<file path="config.mk">
export PLATFORM = sky130hd
export DESIGN_NAME = if_id_skid_register_flat
export DESIGN_NICKNAME = d
export VERILOG_FILES = /design/src/rtl/if_id_skid_register_if.sv /design/src/rtl/if_id_skid_register.sv /design/src/flat_wrapper.sv
export SDC_FILE = /design/constraint.sdc
export NUM_CORES = 1
export LEC_CHECK = 0
export CORE_AREA = 2 2 112 125
export DETAILED_ROUTE_END_ITERATION = 12
export DIE_AREA = 0 0 114 127
export HOLD_SLACK_MARGIN = 0.05
export PLACE_DENSITY = 0.79
export SLEW_MARGIN = 10
export SYNTH_ARGS = -nofsm -noshare
export SYNTH_HDL_FRONTEND = slang
export SYNTH_SLANG_ARGS = --single-unit
</file>
<file path="constraint.sdc">
create_clock -name CLK -period 6.31 [get_ports CLK]
set_input_delay 1.262 -clock CLK [delete_from_list [all_inputs] [get_ports CLK]]
set_output_delay 1.262 -clock CLK [all_outputs]
set_load 0.05 [all_outputs]
</file>
<file path="src/rtl/if_id_skid_register_if.sv">
// IF/ID pipeline bus: fetch-side valid/ready offer plus decode-side stall,
// redirect flush and head-entry outputs.
interface if_id_skid_register_if #(
  parameter int PC_WIDTH    = 32,
  parameter int INSTR_WIDTH = 32,
  parameter int SIDE_WIDTH  = 4
);
  logic                   IN_VALID;
  logic                   IN_READY;
  logic [PC_WIDTH-1:0]    IN_PC;
  logic [INSTR_WIDTH-1:0] IN_INSTRUCTION;
  logic [SIDE_WIDTH-1:0]  IN_SIDE;
  logic                   BUSYWAIT;
  logic                   FLUSH;
  logic                   OUT_VALID;
  logic [PC_WIDTH-1:0]    OUT_PC;
  logic [INSTR_WIDTH-1:0] OUT_INSTRUCTION;
  logic [SIDE_WIDTH-1:0]  OUT_SIDE;

  // Environment side: drives fetch offer, stall and flush.
  modport master (
    output IN_VALID, IN_PC, IN_INSTRUCTION, IN_SIDE, BUSYWAIT, FLUSH,
    input  IN_READY, OUT_VALID, OUT_PC, OUT_INSTRUCTION, OUT_SIDE
  );

  // Register side.
  modport slave (
    input  IN_VALID, IN_PC, IN_INSTRUCTION, IN_SIDE, BUSYWAIT, FLUSH,
    output IN_READY, OUT_VALID, OUT_PC, OUT_INSTRUCTION, OUT_SIDE
  );
endinterface

</file>
<file path="src/rtl/if_id_skid_register.sv">
// IF/ID register with a 2-entry valid/ready skid buffer, synchronous
// redirect flush and registered NOP bubble on the outputs.
// Optional macro IF_ID_PERF_COUNT_EN adds saturating STALL_COUNT and
// FLUSH_DROP_COUNT outputs.
module if_id_skid_register #(
  parameter int                      PC_WIDTH    = 32,
  parameter int                      INSTR_WIDTH = 32,
  parameter int                      SIDE_WIDTH  = 4,
  parameter logic [INSTR_WIDTH-1:0]  NOP_INSTR   = 32'h00000013
) (
  input  logic        CLK,
  input  logic        RESET,
`ifdef IF_ID_PERF_COUNT_EN
  output logic [31:0] STALL_COUNT,
  output logic [31:0] FLUSH_DROP_COUNT,
`endif
  if_id_skid_register_if.slave bus
);

  localparam logic [1:0] EMPTY = 2'd0;  // main invalid
  localparam logic [1:0] FULL  = 2'd1;  // main valid, skid invalid
  localparam logic [1:0] SKID  = 2'd2;  // both valid

  logic [1:0]             state;
  logic [PC_WIDTH-1:0]    main_pc,    skid_pc;
  logic [INSTR_WIDTH-1:0] main_instr, skid_instr;
  logic [SIDE_WIDTH-1:0]  main_side,  skid_side;
  logic                   accept, take;

  // Ready depends only on registered state, so no BUSYWAIT-to-ready path.
  assign bus.IN_READY        = (state != SKID);
  assign bus.OUT_VALID       = (state != EMPTY);
  assign bus.OUT_PC          = main_pc;
  assign bus.OUT_INSTRUCTION = main_instr;
  assign bus.OUT_SIDE        = main_side;

  assign accept = bus.IN_VALID & bus.IN_READY;
  assign take   = bus.OUT_VALID & ~bus.BUSYWAIT;

  // State and payload update; main is reloaded with the bubble whenever it
  // goes invalid so outputs never depend on a mux of the valid bit.
  always_ff @(posedge CLK or posedge RESET) begin
    if (RESET) begin
      state      <= EMPTY;
      main_pc    <= '0;
      main_instr <= NOP_INSTR;
      main_side  <= '0;
      skid_pc    <= '0;
      skid_instr <= '0;
      skid_side  <= '0;
    end else if (bus.FLUSH) begin
      state      <= EMPTY;
      main_pc    <= '0;
      main_instr <= NOP_INSTR;
      main_side  <= '0;
    end else begin
      case (state)
        EMPTY: if (accept) begin
          state      <= FULL;
          main_pc    <= bus.IN_PC;
          main_instr <= bus.IN_INSTRUCTION;
          main_side  <= bus.IN_SIDE;
        end
        FULL: begin
          if (accept && take) begin
            main_pc    <= bus.IN_PC;
            main_instr <= bus.IN_INSTRUCTION;
            main_side  <= bus.IN_SIDE;
          end else if (accept) begin
            state      <= SKID;
            skid_pc    <= bus.IN_PC;
            skid_instr <= bus.IN_INSTRUCTION;
            skid_side  <= bus.IN_SIDE;
          end else if (take) begin
            state      <= EMPTY;
            main_pc    <= '0;
            main_instr <= NOP_INSTR;
            main_side  <= '0;
          end
        end
        SKID: if (take) begin
          state      <= FULL;
          main_pc    <= skid_pc;
          main_instr <= skid_instr;
          main_side  <= skid_side;
        end
        default: state <= EMPTY;
      endcase
    end
  end

`ifdef IF_ID_PERF_COUNT_EN
  logic [1:0]  drop_n;
  logic [32:0] drop_sum;

  // Entries lost to a flush: one per held valid entry.
  always_comb begin
    drop_n = 2'd0;
    if (state == FULL) drop_n = 2'd1;
    if (state == SKID) drop_n = 2'd2;
    drop_sum = {1'b0, FLUSH_DROP_COUNT} + {31'd0, drop_n};
  end

  // Saturating performance counters.
  always_ff @(posedge CLK or posedge RESET) begin
    if (RESET) begin
      STALL_COUNT      <= '0;
      FLUSH_DROP_COUNT <= '0;
    end else begin
      if (bus.OUT_VALID && bus.BUSYWAIT && (STALL_COUNT != 32'hFFFFFFFF))
        STALL_COUNT <= STALL_COUNT + 32'd1;
      if (bus.FLUSH)
        FLUSH_DROP_COUNT <= drop_sum[32] ? 32'hFFFFFFFF : drop_sum[31:0];
    end
  end
`endif

endmodule

</file>
<file path="src/flat_wrapper.sv">
// flat-port wrapper written by rule: the top's interface ports become plain ports
module if_id_skid_register_flat 
#(
  parameter int                      PC_WIDTH    = 32,
  parameter int                      INSTR_WIDTH = 32,
  parameter int                      SIDE_WIDTH  = 4,
  parameter logic [INSTR_WIDTH-1:0]  NOP_INSTR   = 32'h00000013
)
  (CLK, RESET, bus_IN_VALID, bus_IN_PC, bus_IN_INSTRUCTION, bus_IN_SIDE, bus_BUSYWAIT, bus_FLUSH, bus_IN_READY, bus_OUT_VALID, bus_OUT_PC, bus_OUT_INSTRUCTION, bus_OUT_SIDE);
  if_id_skid_register_if #(.PC_WIDTH(PC_WIDTH), .INSTR_WIDTH(INSTR_WIDTH), .SIDE_WIDTH(SIDE_WIDTH)) bus_i ();
  input  logic CLK;
  input  logic RESET;
  input wire logic [$bits(bus_i.IN_VALID)-1:0] bus_IN_VALID;
  input wire logic [$bits(bus_i.IN_PC)-1:0] bus_IN_PC;
  input wire logic [$bits(bus_i.IN_INSTRUCTION)-1:0] bus_IN_INSTRUCTION;
  input wire logic [$bits(bus_i.IN_SIDE)-1:0] bus_IN_SIDE;
  input wire logic [$bits(bus_i.BUSYWAIT)-1:0] bus_BUSYWAIT;
  input wire logic [$bits(bus_i.FLUSH)-1:0] bus_FLUSH;
  output wire logic [$bits(bus_i.IN_READY)-1:0] bus_IN_READY;
  output wire logic [$bits(bus_i.OUT_VALID)-1:0] bus_OUT_VALID;
  output wire logic [$bits(bus_i.OUT_PC)-1:0] bus_OUT_PC;
  output wire logic [$bits(bus_i.OUT_INSTRUCTION)-1:0] bus_OUT_INSTRUCTION;
  output wire logic [$bits(bus_i.OUT_SIDE)-1:0] bus_OUT_SIDE;
  assign bus_i.IN_VALID = bus_IN_VALID;
  assign bus_i.IN_PC = bus_IN_PC;
  assign bus_i.IN_INSTRUCTION = bus_IN_INSTRUCTION;
  assign bus_i.IN_SIDE = bus_IN_SIDE;
  assign bus_i.BUSYWAIT = bus_BUSYWAIT;
  assign bus_i.FLUSH = bus_FLUSH;
  assign bus_IN_READY = bus_i.IN_READY;
  assign bus_OUT_VALID = bus_i.OUT_VALID;
  assign bus_OUT_PC = bus_i.OUT_PC;
  assign bus_OUT_INSTRUCTION = bus_i.OUT_INSTRUCTION;
  assign bus_OUT_SIDE = bus_i.OUT_SIDE;
  if_id_skid_register #(.PC_WIDTH(PC_WIDTH), .INSTR_WIDTH(INSTR_WIDTH), .SIDE_WIDTH(SIDE_WIDTH), .NOP_INSTR(NOP_INSTR)) u_core (.CLK(CLK), .RESET(RESET), .bus(bus_i));
endmodule
</file>
# After elaboration in Yosys (flattened, before gate mapping)

Index checks and enable logic that the tools add are counted.

Register bits: 138
RAM bits: 0
Bits of input ports: 73
ROM bits: 0
Word-level logic and storage cells: 56
Memories kept: 0
Output and inout bits: 70
Bits in latches: 0

Add/subtract/negate cells: 0
Order comparisons: 0
Mux-type cells: 28
Equal/unequal tests: 9
Multiply operators: 0
Shifts and indexed selects: 0
Bitwise logic cells: 5
Reductions and logical operators: 7
Div/mod/pow operators: 0

Operators by type and width:

| cell                                                            | count |
|---|---|
| 32-bit 2-to-1 mux                                               | 12 |
| 32-bit case mux with 3 select lines                             | 2 |
| 4-bit 2-to-1 mux                                                | 6 |
| 2-bit 2-to-1 mux                                                | 6 |
| 4-bit case mux with 3 select lines                              | 1 |
| 4-bit by 2-bit != test with 1-bit output, second input constant | 2 |
| 4-bit AND reduction                                             | 2 |
| 3-bit by 2-bit != test with 1-bit output, second input constant | 2 |
| 2-bit case mux with 3 select lines                              | 1 |
| 5-bit AND reduction                                             | 1 |
| 4-bit != test, second input constant                            | 1 |
| 4-bit nonzero test                                              | 1 |
| 3-bit != test, second input constant                            | 1 |
| 1-bit inverter                                                  | 3 |
| 1-bit AND                                                       | 2 |
| 2-bit by 1-bit == test with 1-bit output, second input constant | 1 |
| 2-bit == test, second input constant                            | 1 |
| 2-bit zero test                                                 | 1 |
| 2-bit != test, second input constant                            | 1 |
| 2-bit nonzero test                                              | 1 |
| 1-bit logical AND                                               | 1 |

# Depth between registers and ports, before layout

Word-level depth: 7
Depth in mapped cells: 8
Depth with buffers taken out: 6

# Worst setup path before layout

Ideal clock, no wire load.

Path kind: input port to flip-flop
From: in bus_BUSYWAIT
To: reg u_core.skid_pc[0]
Path slack: 3.714 ns
Buffers on the path: 2
Cell stages on the path: 5
Arrival: 2.468 ns
Cells stage by stage: or4b_4 nand3_2 buf_6 buf_6 mux2_1

Cells in the longest elaborated chain, start to end: 5

Ends and longest elaborated chain:

| element                       | line                      | source |
|---|---|---|
| start, declared               | flat_wrapper.sv:17        | `input wire logic [$bits(bus_i.BUSYWAIT)-1:0] bus_BUSYWAIT;` |
| 1-bit inverter                | if_id_skid_register.sv:38 | `assign take = bus.OUT_VALID & ~bus.BUSYWAIT;` |
| 1-bit AND                     | if_id_skid_register.sv:38 |  |
| 1-bit logical AND             | if_id_skid_register.sv:65 | `if (accept && take) begin` |
| 1-bit inverter (no line)      | n/a                       |  |
| 4-bit AND reduction (no line) | n/a                       |  |
| end signal, assigned          | if_id_skid_register.sv:71 | `skid_pc <= bus.IN_PC;` |
| end, declared                 | if_id_skid_register.sv:25 | `logic [PC_WIDTH-1:0] main_pc, skid_pc;` |

No other way between the ends.
A chain may end at the register's enable or synchronous reset.

# Worst setup path after layout

From: in bus_FLUSH
To: reg u_core.main_instr[0] (netlist: u_core.bus.OUT_INSTRUCTION[0])

Cells in the longest elaborated chain, start to end: 2

Ends and longest elaborated chain:

| element                                         | line                      | source |
|---|---|---|
| start, declared                                 | flat_wrapper.sv:18        | `input wire logic [$bits(bus_i.FLUSH)-1:0] bus_FLUSH;` |
| 4-bit != test (no line) (tied with other cells) | n/a                       |  |
| 5-bit AND reduction (no line)                   | n/a                       |  |
| end signal, assigned                            | if_id_skid_register.sv:61 | `main_instr <= bus.IN_INSTRUCTION;` |
| end signal, assigned                            | if_id_skid_register.sv:67 | `main_instr <= bus.IN_INSTRUCTION;` |
| end signal, assigned                            | if_id_skid_register.sv:84 | `main_instr <= skid_instr;` |
| end, declared                                   | if_id_skid_register.sv:26 | `logic [INSTR_WIDTH-1:0] main_instr, skid_instr;` |

Parallel ways exist; a longest one is shown, timed or not.

==> out/results.ini <==
[worst_setup_path]
cp_max_fo=41
worstSetupEndpointType=flip-flop
rr_startpoint=u_core.state[0]
cp.arrival_ps=3760
rrSetupSlack_ps=3300
cp-start-kind=primary input
r2r_end=u_core.bus.OUT_INSTRUCTION[0]
r2r.worst_path.cells=5
crit_type=primary input to flip-flop
worstPathRequired_ps=6640

[logic_synthesis]
seq_area_frac_synth=0.594
synth_fa_ha_area_frac=0.00859
yosysWarnings=0
synth_xor_area_frac=0.00150
synth_top_family_by_area=compound AO/OA/AOI/OAI gates
synth_area_um2=5820
synth.area.top_cells=dfrtp_1, o2bb2ai_1, mux2_2, a22oi_1, mux2_1
synth_top_cell_by_area=dfrtp_1
synth_cell_types=31
yosys.area.top_type_share=0.580
synth_fp_nets=501
muxShareOfSynthArea=0.131
ys_seq_elements=138
postSynthCellCount=424
synth_compound_area_frac=0.205
syn_avg_cell_area_um2=13.7
yosys.area_share.simple=0.0200

[clock_tree]
ctsHoldBuffers=0
clk_latency_ps=410
cts_resized=0
cts_buffer_depth=2
cts_buffers=17
postCtsSetupBuffers=0
tritoncts=built
h-tree-depth=4
clk_pin_slew_ps=60
cts_root_buf=clkbuf_16
cts_num_sinks=138

[grt]
grtUsageTotal=0.201
first_global_vias=4599
grt_pass1_wl_mm=23.0
grt_max_degree=99
overflow=0
grt_antenna_before_repair=0

[sta]
rsz0062_at_grt=false
fin_crit_ps=3430
setup_tns_ps=0
fmaxAchievable_ghz=0.291
hold_viol=0
whs_ps=485
setup_violations=0
period_share=0.544
drv_slew=0
tightest_slew_ps=1230
setup_slack_ps=2880
slew_headroom=0.178
fin_skew_ps=7.70

[layout]
ff_latch_area_um2=3460
instances_no_fill=729
syn_to_final_growth_pct=36.3
fin_nets=632
diodes=0
drive_above_1_share=0.169
fillers=1034
layout_common_cells=clkdlybuf4s50_1, dfrtp_1, a22oi_1, o2bb2ai_1, mux2_2
mostFrequentLayoutCell=clkdlybuf4s50_1
multi_input_area_um2=2190

[detailed_routing]
via_per_inst=5.81
via_count=4236
dr.pass1.iters=4
wl_mm=13.9
drcViolationCount=0
ant_nets=0
dr.first_iter.drc_count=251
wl_per_cell_um=19.1

[status]
outcome=finished, final reports clean

[power_and_ir_drop]
pwr-share-clk=0.234
combPwrFrac=0.418
p_int_mw=2.52
peakVddDrop_mv=0.274
powerDensity_nw_per_um2=532
swShare=0.402
power_frac_seq=0.348
power.switching_mw=1.70
p_leak_nw=3.33

[die]
coreArea_um2=13100
fp.dieH_um=127
die_w_um=114
io_pins=143
dieArea_um2=14500
start_util=0.444
placementRows=44

[place]
dp_slack_ps=2490
port_buffers=142
place_congestion=0.755
hpwlAfterDp_mm=8.76
placed_cells_incl_taps=697

[job]
cap_violations=0

[hold_path]
worstHoldStart=u_core.bus.OUT_PC[14]
holdPathStages=1
min_to=u_core.bus.OUT_PC[14]
min_path_type=flip-flop to flip-flop

per-layer routing:
| metal | global-route usage | up-vias | share of wire |
|---|---|---|---|
| met5 | 0 | - | 0 |
| met2 | 0.327 | 127 | 0.50 |
| met3 | 0.0735 | 8 | 0.072 |
| met4 | 0.0524 | 0 | 0.0054 |
| met1 | 0.256 | 2201 | 0.43 |
| li1 | - | 1900 | - |
worst max path at each step:
stage / from / slack, ps / endpoint / cells past startpoint
floorplan: RESET / 1360 / u_core.bus.OUT_INSTRUCTION[10] / 1
global placement: bus_FLUSH / 2560 / u_core.bus.OUT_INSTRUCTION[1] / 4
detailed placement: bus_FLUSH / 2490 / u_core.bus.OUT_INSTRUCTION[0] / 4
CTS: u_core.state[0] / 2900 / bus_OUT_VALID / 4
global route: bus_FLUSH / 2760 / u_core.bus.OUT_INSTRUCTION[0] / 4
finish: bus_FLUSH / 2880 / u_core.bus.OUT_INSTRUCTION[0] / 4
area by class of cell:
| cell class | instances | area share |
|---|---|---|
| clock inverters | 12 | 0.0175 |
| clock buffers | 20 | 0.0575 |
| flip-flops and latches | 138 | 0.436 |
| multi-input cells | 242 | 0.275 |
| inverters | 9 | 0.00489 |
| well taps | 161 | 0.0254 |
| repair buffers | 147 | 0.184 |
metrics by stage:
stage	total power [mW]	cell area [um^2]	utilization
4_1_cts	4.25	7940	0.606
6_report	4.22	7940	0.606
5_1_grt	4.44	7940	0.606
3_3_place_gp	3.17	7340	0.560
2_1_floorplan	2.67	5820	-
3_5_place_dp	3.24	7340	0.560
flip-flops by register name, summed over array words and instances (netlist names):
| name | count |
|---|---|
| u_core.bus.OUT_INSTRUCTION | 32 |
| u_core.skid_side | 4 |
| u_core.bus.OUT_PC | 32 |
| u_core.bus.OUT_SIDE | 4 |
| u_core.state | 2 |
| u_core.skid_pc | 32 |
| u_core.skid_instr | 32 |
cells by family after synthesis:
| family | after synthesis |
|---|---|
| AO/OA/AOI/OAI | 149 |
| XOR/XNOR | 1 |
| adder cells (fa/ha/maj) | 4 |
| buffers and inverters | 44 |
| flip-flops | 138 |
| multiplexers | 68 |
| AND/OR/NAND/NOR | 20 |
power groups by stage:
| stage | clock, mW | sequential (mW) | combinational (mW) |
|---|---|---|---|
| final | 0.989 | 1.47 | 1.76 |
| after global routing | 1.05 | 1.51 | 1.87 |
| after CTS | 1.01 | 1.47 | 1.77 |
| after detailed placement | 0 | 1.47 | 1.77 |
| after global placement | 0 | 1.45 | 1.72 |
| after floorplan | 0 | 1.93 | 0.737 |
worst max-delay path, stage by stage:
cell and delay, ps:
clkdlybuf4s50_1 560, o311ai_4 1040, buf_4 580, o2bb2a_1 290
synthesized netlist by cell type (all sizes together):
| cell type | instances |
|---|---|
| o311ai | 1 |
| and2 | 1 |
| o2bb2ai | 65 |
| nand2b | 3 |
| a22oi | 65 |
| xnor2 | 1 |
| nor4 | 1 |
| dfrtp | 135 |
| clkbuf | 16 |
| nand2 | 4 |
| nand3 | 1 |
| or4b | 1 |
| a31oi | 1 |
| mux2 | 68 |
| o2bb2a | 3 |
| inv | 9 |
| a32o | 2 |
| dfstp | 3 |
| a21oi | 4 |
| o21ai | 5 |
| buf | 19 |
| nor2 | 4 |
| o31ai | 2 |
| nor2b | 3 |
| or2 | 2 |
| a21o | 1 |
| ha | 4 |
(Power assumes the default switching activity.)
==> RTL edit: new RTL, same flow settings <==
`INSTR_WIDTH` is set to 32 in 3 places; all go to 24.
--- a/src/rtl/if_id_skid_register_if.sv
+++ b/src/rtl/if_id_skid_register_if.sv
@@ -4,3 +4,3 @@
   parameter int PC_WIDTH    = 32,
-  parameter int INSTR_WIDTH = 32,
+  parameter int INSTR_WIDTH = 24,
   parameter int SIDE_WIDTH  = 4
--- a/src/rtl/if_id_skid_register.sv
+++ b/src/rtl/if_id_skid_register.sv
@@ -6,3 +6,3 @@
   parameter int                      PC_WIDTH    = 32,
-  parameter int                      INSTR_WIDTH = 32,
+  parameter int                      INSTR_WIDTH = 24,
   parameter int                      SIDE_WIDTH  = 4,
--- a/src/flat_wrapper.sv
+++ b/src/flat_wrapper.sv
@@ -4,3 +4,3 @@
   parameter int                      PC_WIDTH    = 32,
-  parameter int                      INSTR_WIDTH = 32,
+  parameter int                      INSTR_WIDTH = 24,
   parameter int                      SIDE_WIDTH  = 4,
Interface: changed (resized bus_IN_INSTRUCTION and bus_OUT_INSTRUCTION); port bits go from 143 to 127. The function was not compared with the original's and may differ.
==> RTL edit against the original RTL <==
Total power down 6.4%; final cell count down 7.5%; setup slack better by 51 ps; cell area down 8.9%; sequential cell count down 16; register-to-register slack better by 380 ps; critical path depth unchanged; sequential power down 12%; area after synthesis down 10%; global-route usage down 1.9 points; routed wire length down 9.0%; synthesized cell count down 10%.
==> RTL edit: results (changes against the original RTL) <==
gr usage total: 0.182 (-0.0191)
layout cell share with drive strength beyond 1: 0.199 (+0.0298)
crit-path max cell delay: 830 ps (-210 ps)
largest net degree at the start of global routing: 82 (-17%)
CP startpoint: u_core.state[1]$_DFFE_PP0P_
status: finished, final reports clean
first-pass GRT wire length: 20700 um (-10%)
Port Buffers: 126 (-11%)
Synth top cells by count: dfrtp_1, a22oi_1, o2bb2ai_1
Mean Syn Cell Area: 13.7 um^2 (-0.31%)
DR WL met2: 6550 um (-5.0%)
Least-Margin Pin Slew: 1230 ps (-1.10 ps)
critical path arrival: 2120 ps (-1640 ps)
initial drt markers: 256 (+2.0%)
Critical-path top delay cell: clkdlybuf4s50_1
dpl cell area: 0.00656 mm^2 (-11%)
RePlAce Congestion: 0.906 (+20%)
register area share after synthesis: 0.586 (-0.00769)
Layout Nets: 569 (-10%)
Yosys cell types: 32 (+3.2%)
post-synth net total: 450 (-10%)
WL final: 12700 um (-9.0%)
fill cell count: 1060 (+2.5%)
vias in the first global route: 4068 (-12%)
Hold Crit Start: u_core.bus.OUT_PC[8]$_DFFE_PP0P_
Peak VDD IR: 0.292 mV (+6.7%)
-- RTL edit: final timing paths --
path / end / slack, ps / cells past startpoint
min reg2reg: u_core.bus.OUT_PC[8]$_DFFE_PP0P_ / 490 / 1
max reg2reg: u_core.bus.OUT_PC[20]$_DFFE_PP0P_ / 3680 / 5
min: u_core.bus.OUT_PC[8]$_DFFE_PP0P_ / 490 / 1
min in group asynchronous: u_core.skid_instr[21]$_DFFE_PP0P_ / 1460 / 2
max: bus_OUT_VALID / 2930 / 4
max in group asynchronous: u_core.bus.OUT_INSTRUCTION[0]$_DFFE_PP1P_ / 3730 / 3
-- RTL edit: worst reg2reg max path, delay by kind of cell (launching register included) --
kind,cells,cell delay [ps]
AOI/OAI and AO/OA,2,490
adders and majority gates,1,550
and+or+nand+nor,1,1050
buffers and inverters,1,80
DFF,1,390
-- RTL edit: cells by family (layout without fill, tap and decap cells) --
logic type,count (synthesis),in the layout,share of synthesized area
simple gates,20,20,0.0237
xor+xnor,1,1,0.00168
mux,60,60,0.130
fa+ha+maj,4,4,0.00960
compound gates,133,133,0.204
buf+inv,41,173,0.0453
flops,122,122,0.586
-- RTL edit: cell type report --
| type | count | area [um^2] | share of cell area |
|---|---|---|---|
| Multi-Input combinational cell | 218 | 1970 | 0.272 |
| Clock buffer | 23 | 498 | 0.0689 |
| Inverter | 9 | 36.3 | 0.00502 |
| Timing Repair Buffer | 132 | 1310 | 0.182 |
| Tap cell | 161 | 201 | 0.0279 |
| Clock inverter | 9 | 160 | 0.0221 |
| Sequential cell | 122 | 3060 | 0.423 |
-- RTL edit: through the flow --
step | util | hold slack (ps)
floorplan | - | 465
global placement | 0.501 | 470
detailed placement | 0.501 | 473
CTS | 0.551 | 491
global route | 0.552 | 501
finish | 0.552 | 487
-- RTL edit: report_power, final --
part	leakage (nW)	switching (mW)	internal [mW]
clock network	0.312	0.342	0.716
logic	1.17	0.987	0.611
registers	1.55	0.179	1.12
-- RTL edit: layer usage --
metal,track usage,vias to the layer above
met1,0.224,1948
met2,0.312,100
li1,-,1702
met5,0,-
met4,0.0624,0
met3,0.0451,10
